<file path="src/rtl/gcd_stein_ctrl.sv">
// Sequencer for the 8-bit binary (Stein) GCD unit.
// It drives the shared left/right shifter and performs one shift per clock.
module gcd_stein_ctrl (
    input  logic       clk,
    input  logic       rst,
    input  logic       start,
    input  logic [7:0] a,
    input  logic [7:0] b,
    output logic       busy,
    output logic       done,
    output logic [7:0] result,
    output logic       sh_si,
    output logic       sh_l,
    output logic       sh_r,
    output logic [7:0] sh_in,
    input  logic [7:0] sh_out
);

    typedef enum logic [3:0] {
        IDLE,
        ZCHK,
        COMMON,
        COMMON_B,
        NORM_A,
        NORM_B,
        SUB,
        RESTORE,
        DONE
    } state_t;

    state_t     state;
    state_t     state_nx;
    logic [7:0] ra;
    logic [7:0] rb;
    logic [2:0] k;
    logic       both_even;
    logic       rb_gt;
    logic [7:0] diff;

    assign sh_si     = 1'b0;
    assign both_even = ~ra[0] & ~rb[0];
    assign rb_gt     = rb > ra;
    // Both SUB branches leave the difference in rb.
    assign diff      = rb_gt ? (rb - ra) : (ra - rb);

    // State register
    always_ff @(posedge clk) begin
        if (rst)
            state <= IDLE;
        else
            state <= state_nx;
    end

    // Next state and shifter/handshake decode
    always_comb begin
        state_nx = state;
        sh_l     = 1'b0;
        sh_r     = 1'b0;
        sh_in    = ra;
        busy     = (state != IDLE);
        done     = 1'b0;
        unique case (state)
            IDLE: begin
                if (start)
                    state_nx = ZCHK;
            end
            ZCHK: begin
                if (ra == 8'd0 || rb == 8'd0)
                    state_nx = DONE;
                else
                    state_nx = COMMON;
            end
            COMMON: begin
                if (both_even) begin
                    sh_r     = 1'b1;
                    state_nx = COMMON_B;
                end else begin
                    state_nx = NORM_A;
                end
            end
            COMMON_B: begin
                sh_r     = 1'b1;
                sh_in    = rb;
                state_nx = COMMON;
            end
            NORM_A: begin
                if (!ra[0])
                    sh_r = 1'b1;
                else
                    state_nx = NORM_B;
            end
            NORM_B: begin
                if (!rb[0]) begin
                    sh_r  = 1'b1;
                    sh_in = rb;
                end else begin
                    state_nx = SUB;
                end
            end
            SUB: begin
                if (diff == 8'd0)
                    state_nx = RESTORE;
                else
                    state_nx = NORM_B;
            end
            RESTORE: begin
                if (k != 3'd0)
                    sh_l = 1'b1;
                else
                    state_nx = DONE;
            end
            DONE: begin
                done     = 1'b1;
                state_nx = IDLE;
            end
            default: state_nx = IDLE;
        endcase
    end

    // Working operands, power-of-two count and result
    always_ff @(posedge clk) begin
        if (rst) begin
            ra     <= 8'd0;
            rb     <= 8'd0;
            k      <= 3'd0;
            result <= 8'd0;
        end else begin
            unique case (state)
                IDLE: begin
                    if (start) begin
                        ra <= a;
                        rb <= b;
                        k  <= 3'd0;
                    end
                end
                ZCHK: begin
                    if (ra == 8'd0)
                        result <= rb;
                    else if (rb == 8'd0)
                        result <= ra;
                end
                COMMON: begin
                    if (both_even)
                        ra <= sh_out;
                end
                COMMON_B: begin
                    rb <= sh_out;
                    k  <= k + 3'd1;
                end
                NORM_A: begin
                    if (!ra[0])
                        ra <= sh_out;
                end
                NORM_B: begin
                    if (!rb[0])
                        rb <= sh_out;
                end
                SUB: begin
                    if (!rb_gt)
                        ra <= rb;
                    rb <= diff;
                end
                RESTORE: begin
                    if (k != 3'd0) begin
                        ra <= sh_out;
                        k  <= k - 3'd1;
                    end else begin
                        result <= ra;
                    end
                end
                default: ;
            endcase
        end
    end

endmodule

</file>
<file path="config.mk">
export PLATFORM = sky130hd
export DESIGN_NAME = gcd_stein_ctrl
export DESIGN_NICKNAME = d
export VERILOG_FILES = /design/src/rtl/gcd_stein_ctrl.sv
export SDC_FILE = /design/constraint.sdc
export NUM_CORES = 1
export LEC_CHECK = 0
export BUFFER_PORTS_ARGS = -buffer_cell sky130_fd_sc_hd__buf_4
export CAP_MARGIN = 5
export CORE_ASPECT_RATIO = 1.75
export CORE_MARGIN = 2
export CORE_UTILIZATION = 56
export CTS_CLUSTER_SIZE = 12
export DETAILED_ROUTE_END_ITERATION = 6
export MAX_ROUTING_LAYER = met4
export PLACE_DENSITY = 0.78
export SYNTH_ARGS = -nofsm -noshare
export SYNTH_HDL_FRONTEND = slang
export SYNTH_SLANG_ARGS = --single-unit
</file>
<file path="constraint.sdc">
create_clock -name clk -period 3.1 [get_ports clk]
set_clock_uncertainty 0.15 [all_clocks]
set_input_delay 0.465 -clock clk [delete_from_list [all_inputs] [get_ports clk]]
set_output_delay 0.465 -clock clk [all_outputs]
set_load 0.01 [all_outputs]
</file>
# [Word-level counts from Yosys, hierarchy flattened]
# Cells that the tools add are included.
[totals] regBits=31 out_inout_bits=21 wordCells=85
[op_classes] n_addsub=4 magnitude_cmp=1 eq_ne=18 n_mux=34 bitwise=3 n_reduce_logical=18
[ops] operator="two-way mux 8 bit" count=12
[ops] operator="one-hot mux 8 bit (5 select lines)" count=1
[ops] operator="one-hot mux 4 bit (8 select lines)" count=1
[ops] operator="one-hot mux 8 bit (2 select lines)" count=2
[ops] operator="one-hot mux 8 bit (4 select lines)" count=1
[ops] operator="zero test 8 bit" count=3
[ops] operator="two-way mux 4 bit" count=5
[ops] operator="inequality test 2 bit, second input constant" count=9
[ops] operator="== test 4 x 3 -> 1 bit, second input constant" count=4
[ops] operator="subtractor 8 bit" count=2
[ops] operator="two-way mux 3 bit" count=3
[ops] operator="one-hot mux 3 bit (3 select lines)" count=1
[ops] operator="AND reduction 3 bit" count=3
[ops] operator="== test 4 x 2 -> 1 bit, second input constant" count=2
[ops] operator="greater-than comparator 8 bit" count=1
[ops] operator="nonzero test 4 bit" count=2
[ops] operator="two-way mux 1 bit" count=6
[ops] operator="AND reduction 6 bit" count=1
[ops] operator="nonzero test 3 bit" count=2
[ops] operator="AND reduction 5 bit" count=1
[ops] operator="nonzero test 5 bit" count=1
[ops] operator="== test 4 x 1 -> 1 bit, second input constant" count=1
[ops] operator="== test 4 bit, second input constant" count=1
[ops] operator="zero test 4 bit" count=1
[ops] operator="other kinds (11)" count=12

# [Longest topological paths before layout]
# Gate-level depths: netlist of the first run.
[depth] depth_word=5 ltp_mapped=13 depth_no_buf=11

# [Worst setup path after synthesis of the first run]
# No wires, ideal clock.
[synth_path] path_kind="register to register" startpoint="register rb[0]" endpoint="register rb[1]" setup_ps=138 t_arrival_ps=2434 required_time_ps=2812 setup_slack_ps=379 stages_incl_launch_ff=9 synth_period_minus_slack_ps=2721 path_cell_list="dfxtp_1 > clkbuf_1 > inv_1 > ha_1 > or4_4 > o21ai_4 > mux2_2 > a222oi_1 > a211oi_1"
[synth_via] elab_chain_cells=3 word_cells_on_any_way=7 cone_classes="2 x add/sub; 1 x order compare; 1 x eq/ne; 2 x mux; 1 x reduce/logical"
[synth_lines] element="from (decl)" line_no="34" rtl="logic [7:0] rb;"
[synth_lines] element="from (signal assigned)" line_no="147" rtl="rb <= sh_out;"
[synth_lines] element="from (signal assigned)" line_no="156" rtl="rb <= sh_out;"
[synth_lines] element="from (signal assigned)" line_no="161" rtl="rb <= diff;"
[synth_lines] element="subtractor 8 bit / greater-than comparator 8 bit (equally long branches)" line_no="44, 42"
[synth_lines] element="two-way mux 8 bit" line_no="44" rtl="assign diff = rb_gt ? (rb - ra) : (ra - rb);"
[synth_lines] element="one-hot mux 8 bit (4 select lines)" line_no="128" rtl="unique case (state)"
# Parallel ways exist; a longest one is shown, timed or not.
# A chain may end at the register's enable or synchronous reset.

# [Worst setup path after layout of the first run]
[layout_path] startpoint="register ra[6]" endpoint="register state[1]"
[layout_via] elab_chain_cells=5 word_cells_on_any_way=10 cone_classes="2 x add/sub; 1 x order compare; 4 x mux; 3 x reduce/logical"
[layout_lines] element="from (decl)" line_no="33" rtl="logic [7:0] ra;"
[layout_lines] element="from (signal assigned)" line_no="144" rtl="ra <= sh_out;"
[layout_lines] element="from (signal assigned)" line_no="152" rtl="ra <= sh_out;"
[layout_lines] element="from (signal assigned)" line_no="160" rtl="ra <= rb;"
[layout_lines] element="subtractor 8 bit / greater-than comparator 8 bit (equally long branches)" line_no="44, 42"
[layout_lines] element="two-way mux 8 bit" line_no="44"
[layout_lines] element="zero test 8 bit" line_no="101" rtl="if (diff == 8'd0)"
[layout_lines] element="two-way mux 2 bit" line_no="101"
[layout_lines] element="one-hot mux 4 bit (8 select lines) *" line_no="62" rtl="unique case (state)"
[layout_lines] element="to (signal assigned)" line_no="51" rtl="state <= state_nx;"
[layout_lines] element="to (decl)" line_no="31" rtl="state_t state;"
# Mark *: on every way between the ends. The rest lies on a longest branch, timed or not.

==> results of run 1 <==
registers in the layout, summed over array words and instances (netlist names):
| name | count |
|---|---|
| k | 3 |
| state | 4 |
| result | 8 |
| ra | 8 |
| rb | 8 |
synthesized netlist by cell type, drive strengths merged (2+ instances only):
master,number,area share (%)
fa,3,2.3
clkbuf,15,2.2
nor4,6,1.4
nand3,6,1.2
xor2,5,1.7
nor2,45,6.8
o21ai,16,3.5
a211oi,25,7.8
nor3,7,1.3
mux2i,5,1.9
a21oi,33,6.3
o31ai,2,0.57
xnor2,3,1.0
a31oi,6,1.4
nor2b,2,0.48
nand4,2,0.48
a222oi,13,5.0
inv,27,3.9
a311oi,2,0.67
a21o,6,1.7
nand2b,4,0.96
ha,17,8.1
a221oi,3,1.0
a22oi,2,0.57
buf,8,1.8
dfxtp,31,24
nand2,32,4.6
layer usage:
layer	wire (µm)	track usage [%]	share of wire [%]	vias to the layer above
li1	-	-	-	1370
met1	3150	37.2	36	1346
met2	4600	64.3	53	137
met3	462	2.05	5.3	34
met4	459	20.1	5.3	0
met5	0	-	0	-
worst max path at each step:
stage / slack, ns / end / cells past startpoint
6_report: 0.04 / state[1]$_SDFFE_PP0P_ / 8
5_1_grt: -0.06 / state[1]$_SDFFE_PP0P_ / 8
3_5_place_dp: 0.07 / state[1]$_SDFFE_PP0P_ / 8
4_1_cts: 0.05 / state[1]$_SDFFE_PP0P_ / 8
3_3_place_gp: 0.07 / state[1]$_SDFFE_PP0P_ / 8
2_1_floorplan: 0.38 / rb[1]$_SDFFE_PP0P_ / 8
cell families (layout without fill, tap and decap cells):
kind of cell,after synthesis,count (layout),synth area share [%]
buffers and inverters,50,102,7.86
AOI/OAI and AO/OA,119,119,32.3
xor gates and xnor gates,8,8,2.68
and+or+nand+nor,112,112,19.6
DFF,31,31,23.8
other,1,1,0.144
adders and majority gates,20,20,10.4
muxes,7,7,3.21
final cells by class:
type,instances,area (µm²)
fillers,388,1240
flip-flops and latches,31,621
clock buffers,6,82.6
multi-input cells,267,1800
well taps,51,63.8
repair buffers,67,503
clock inverters,2,35.0
inverters,27,101
metrics by stage:
| stage | setup TNS [ns] | setup slack [ns] | hold WS, ns |
|---|---|---|---|
| 5_1_grt | -0.128 | -0.0645 | 0.372 |
| 4_1_cts | 0 | 0.0508 | 0.339 |
| 2_1_floorplan | 0 | 0.379 | 0.314 |
| 6_report | 0 | 0.0389 | 0.352 |
| 3_5_place_dp | 0 | 0.0689 | 0.331 |
| 3_3_place_gp | 0 | 0.0712 | 0.325 |
worst reg2reg max path, cell delays in order (launching register included):
cell	delay (ns)
dfxtp_1	0.41
inv_1	0.08
ha_1	0.40
nand4_1	0.19
or4_4	0.55
o21ai_4	0.18
mux4_2	0.60
nor3_1	0.29
o2bb2ai_1	0.15
==> metrics.cfg, run 1 <==
[route]
via_count=2887
wl_per_cell_um=19.2
vias_per_cell=6.40
ant_nets=0
drc=0
routed_wl_mm=8.67
drt-pass1-iter-count=5
drtIter0Drc=243

[layout]
final_common_cell=buf_4
final_core_util_pct=72.1
fin_cells=451
n_antenna_cell=0
most-common-layout-cells=buf_4 (67), nor2_1 (44), a21oi_1 (33), nand2_1 (32), dfxtp_1 (31)
area_delta_synth_final_pct=22.7
nNetsFinal=446
drive_gt1_share_pct=22.3
postLayoutCellArea_um2=3200

[clocking]
cts_root_buffer=clkbuf_8
cts_made_buffers=5
clk_latency_ns=0.28
post_cts_buffers=0
tritoncts=done
cts_resized=0
hold_buffers=0
clk_pin_slew_ns=0.07
clock-sinks=31
cts_buffer_depth=2
h-tree-depth=2

[placed_design]
dp_hpwl_mm=6.77
gp_congestion=1.04
place_area_um2=3070
placed_cells=443
portBuffers=46

[sta]
finalSetupViolCount=0
min_period_ns=3.06
hold_viol=0
slew-limit-headroom_pct=50.7
worst_slew_pin_slew_ns=0.732
fmax_mhz=327
drv_slew=0
period_share_pct=98.7
rsz0062_at_grt=true

[yosys]
synth_edf_count=0
synth_cells=348
synth_fp_nets=395
ys_seq_elements=31
synthesis.area_um2=2610
ys.flop_type=dfxtp_1
yosys_warnings=0
ys_types=55
postSynthAreaPerCell_um2=7.50
async_reset_ff_share_pct=0
yosysSeqAreaShare_pct=23.8

[worst_hold_path]
min_from=ra[0]$_SDFFE_PP0P_
hold_end=ra[0]$_SDFFE_PP0P_
hold_path_depth=2
min_path_type=reg2reg

[setup_path]
path_buf_inv=1
critPathRequiredTime_ns=3.16
worst_setup_path_start_kind=flip-flop
r2r-start=ra[6]$_SDFFE_PP0P_
cp_top_family=simple AND/OR/NAND/NOR gates
crit_type=reg2reg
cp_data_arrival_time_ns=3.12
critPathMaxFanout=8
rr_worst_depth=8
rrSetupSlack_ns=0.04
reg2reg_to=state[1]$_SDFFE_PP0P_
worstSetupEndpointType=flip-flop
cp-startpoint=ra[6]$_SDFFE_PP0P_
cp_slowest_cell=mux4_2
crit_chain=inv_1 -> ha_1 -> nand4_1 -> or4_4 -> o21ai_4 -> mux4_2 -> nor3_1 -> o2bb2ai_1
slowest_delay_ns=0.60

[flow_run]
cap_viol_max_count=0

[die]
ioPinCount=48
core-area_um2=4440
die_h_um=94.3
start_util_pct=58.8
fp-row-count=32
die_x_um=55.6
die-area_um2=5250

[global_route]
grt_pass1_vias=2889
grt_pass1_wl_mm=14.0
grt_max_degree=33
grt_antenna_before_repair=0
overflow=0
grt_usage_pct=35.2

[status]
status=finished clean

Power of run 1 is not shown: default switching activity piles up to over one toggle a cycle in this logic, so the estimate is an artifact.
==> inputs of run 2 (changes only) <==
--- a/config.mk
+++ b/config.mk
@@ -10,10 +10,10 @@
 export CORE_ASPECT_RATIO = 1.75
 export CORE_MARGIN = 2
 export CORE_UTILIZATION = 56
-export CTS_CLUSTER_SIZE = 12
+export CTS_CLUSTER_SIZE = 8
 export DETAILED_ROUTE_END_ITERATION = 6
 export MAX_ROUTING_LAYER = met4
-export PLACE_DENSITY = 0.78
+export PLACE_DENSITY_LB_ADDON = 0.25
 export SYNTH_ARGS = -nofsm -noshare
 export SYNTH_HDL_FRONTEND = slang
 export SYNTH_SLANG_ARGS = --single-unit
==> constraint.sdc (replaced) <==
create_clock -name clk -period 2.9 [get_ports clk]
set_clock_uncertainty 0.15 [all_clocks]
set_input_delay 0.435 -clock clk [delete_from_list [all_inputs] [get_ports clk]]
set_output_delay 0.435 -clock clk [all_outputs]
set_load 0.01 [all_outputs]
==> metrics.cfg, run 2 (synthesis results as in run 1) <==
[clocking]
hold_buffers=0
clk_pin_slew_ns=0.07
tritoncts=done
cts_root_buffer=clkbuf_8
cts_made_buffers=5
cts_buffer_depth=2
clock-sinks=31
h-tree-depth=2
clk_latency_ns=0.29

[placed_design]
gp_congestion=1.00
portBuffers=46
dp_hpwl_mm=6.42
place_area_um2=3170

[worst_hold_path]
min_path_type=in2reg
min_from=a[0]

[setup_path]
cp-startpoint=ra[3]$_SDFFE_PP0P_
cp_data_arrival_time_ns=2.81
cp_top_family=compound AO/OA/AOI/OAI gates
critPathMaxFanout=8
worstSetupEndpointType=flip-flop
path_buf_inv=3
crit_chain=inv_1 -> ha_2 -> inv_1 -> or4_4 -> o21ai_4 -> buf_4 -> mux2_2 -> a222oi_1 -> a211oi_1
worst_setup_path_start_kind=flip-flop
cp_common_cell=inv_1
r2r-start=ra[3]$_SDFFE_PP0P_
crit_type=reg2reg
critPathRequiredTime_ns=2.92
cp_slowest_cell=or4_4
slowest_delay_ns=0.55

[sta]
min_period_ns=2.79
period_share_pct=96.4
worst_slew_pin_slew_ns=0.593
finalSetupViolCount=0
slew-limit-headroom_pct=60.1
fmax_mhz=358
drv_slew=0
hold_viol=0

[die]
die_h_um=94.3
die-area_um2=5250
core-area_um2=4440
fp-row-count=32
start_util_pct=58.8
die_x_um=55.6
ioPinCount=48

[route]
vias_per_cell=6.28
via_count=2915
ant_nets=0
drc=0
wl_per_cell_um=18.3
drtIter0Drc=247
drt-pass1-iter-count=5
routed_wl_mm=8.48

[global_route]
grt_usage_pct=33.5
grt_antenna_before_repair=0
grt_pass1_wl_mm=13.4
grt_max_degree=33
grt_pass1_vias=2799
overflow=0

[layout]
num-fill-cells=362
reg.largest.list=ra x8, rb x8, result x8
area_delta_synth_final_pct=27.6
n_antenna_cell=0
nNetsFinal=459
drive_gt1_share_pct=25.7
postLayoutCellArea_um2=3330
final_common_cell=buf_4
most-common-layout-cells=buf_4 (78), nor2_1 (44), a21oi_1 (33), nand2_1 (32), dfxtp_1 (29)
final_core_util_pct=74.9

[status]
status=finished clean

[flow_run]
cap_viol_max_count=0

run 2: worst paths after layout:
kind,to,slack [ns],cells past startpoint
setup / recovery,rb[1]$_SDFFE_PP0P_,0.11,9
hold / removal,ra[0]$_SDFFE_PP0P_,0.34,4
setup reg to reg,rb[1]$_SDFFE_PP0P_,0.11,9
hold reg to reg,ra[0]$_SDFFE_PP0P_,0.35,2
run 2: timing repair:
action | in CTS | in global routing
setup buffers | 0 | 3
gates resized for setup | 0 | 7
setup endpoints to repair | 0 | 3
run 2: layout make-up:
cell class / count / area, µm² / share of cell area [%]
Timing Repair Buffer: 80 / 626 / 18.8
Multi-Input combinational cell: 267 / 1810 / 54.4
Inverter: 27 / 101 / 3.04
Tap cell: 51 / 63.8 / 1.92
Clock inverter: 1 / 7.51 / 0.225
Sequential cell: 31 / 623 / 18.7
Clock buffer: 7 / 96.3 / 2.89
run 2: per-layer routing:
metal | global-route usage, % | wire length (µm) | vias up
li1 | - | - | 1407
met1 | 35.7 | 3080 | 1343
met2 | 62.2 | 4680 | 143
met3 | 3.42 | 493 | 22
met4 | 14.2 | 224 | 0
met5 | - | 0 | -
run 2: worst reg2reg max path, delay by kind of cell, from the launching register on:
kind / cells / cell delay (ns)
muxes: 1 / 0.34
and+or+nand+nor: 1 / 0.55
buffers and inverters: 3 / 0.32
DFF: 1 / 0.34
AOI/OAI and AO/OA: 3 / 0.57
adders and majority gates: 1 / 0.39
run 2: stage by stage:
stage                     cells  setup slack, ns  hold WS (ns)  setup TNS (ns)
after global routing        464          -0.0131         0.354         -0.0131
after CTS                   461           0.0216         0.344               0
final                       464            0.106         0.335               0
after detailed placement    453           0.0479         0.344               0
after floorplan             348            0.179         0.314               0
after global placement      453           0.0619         0.340               0
Power of run 2 is left out for the same reason.
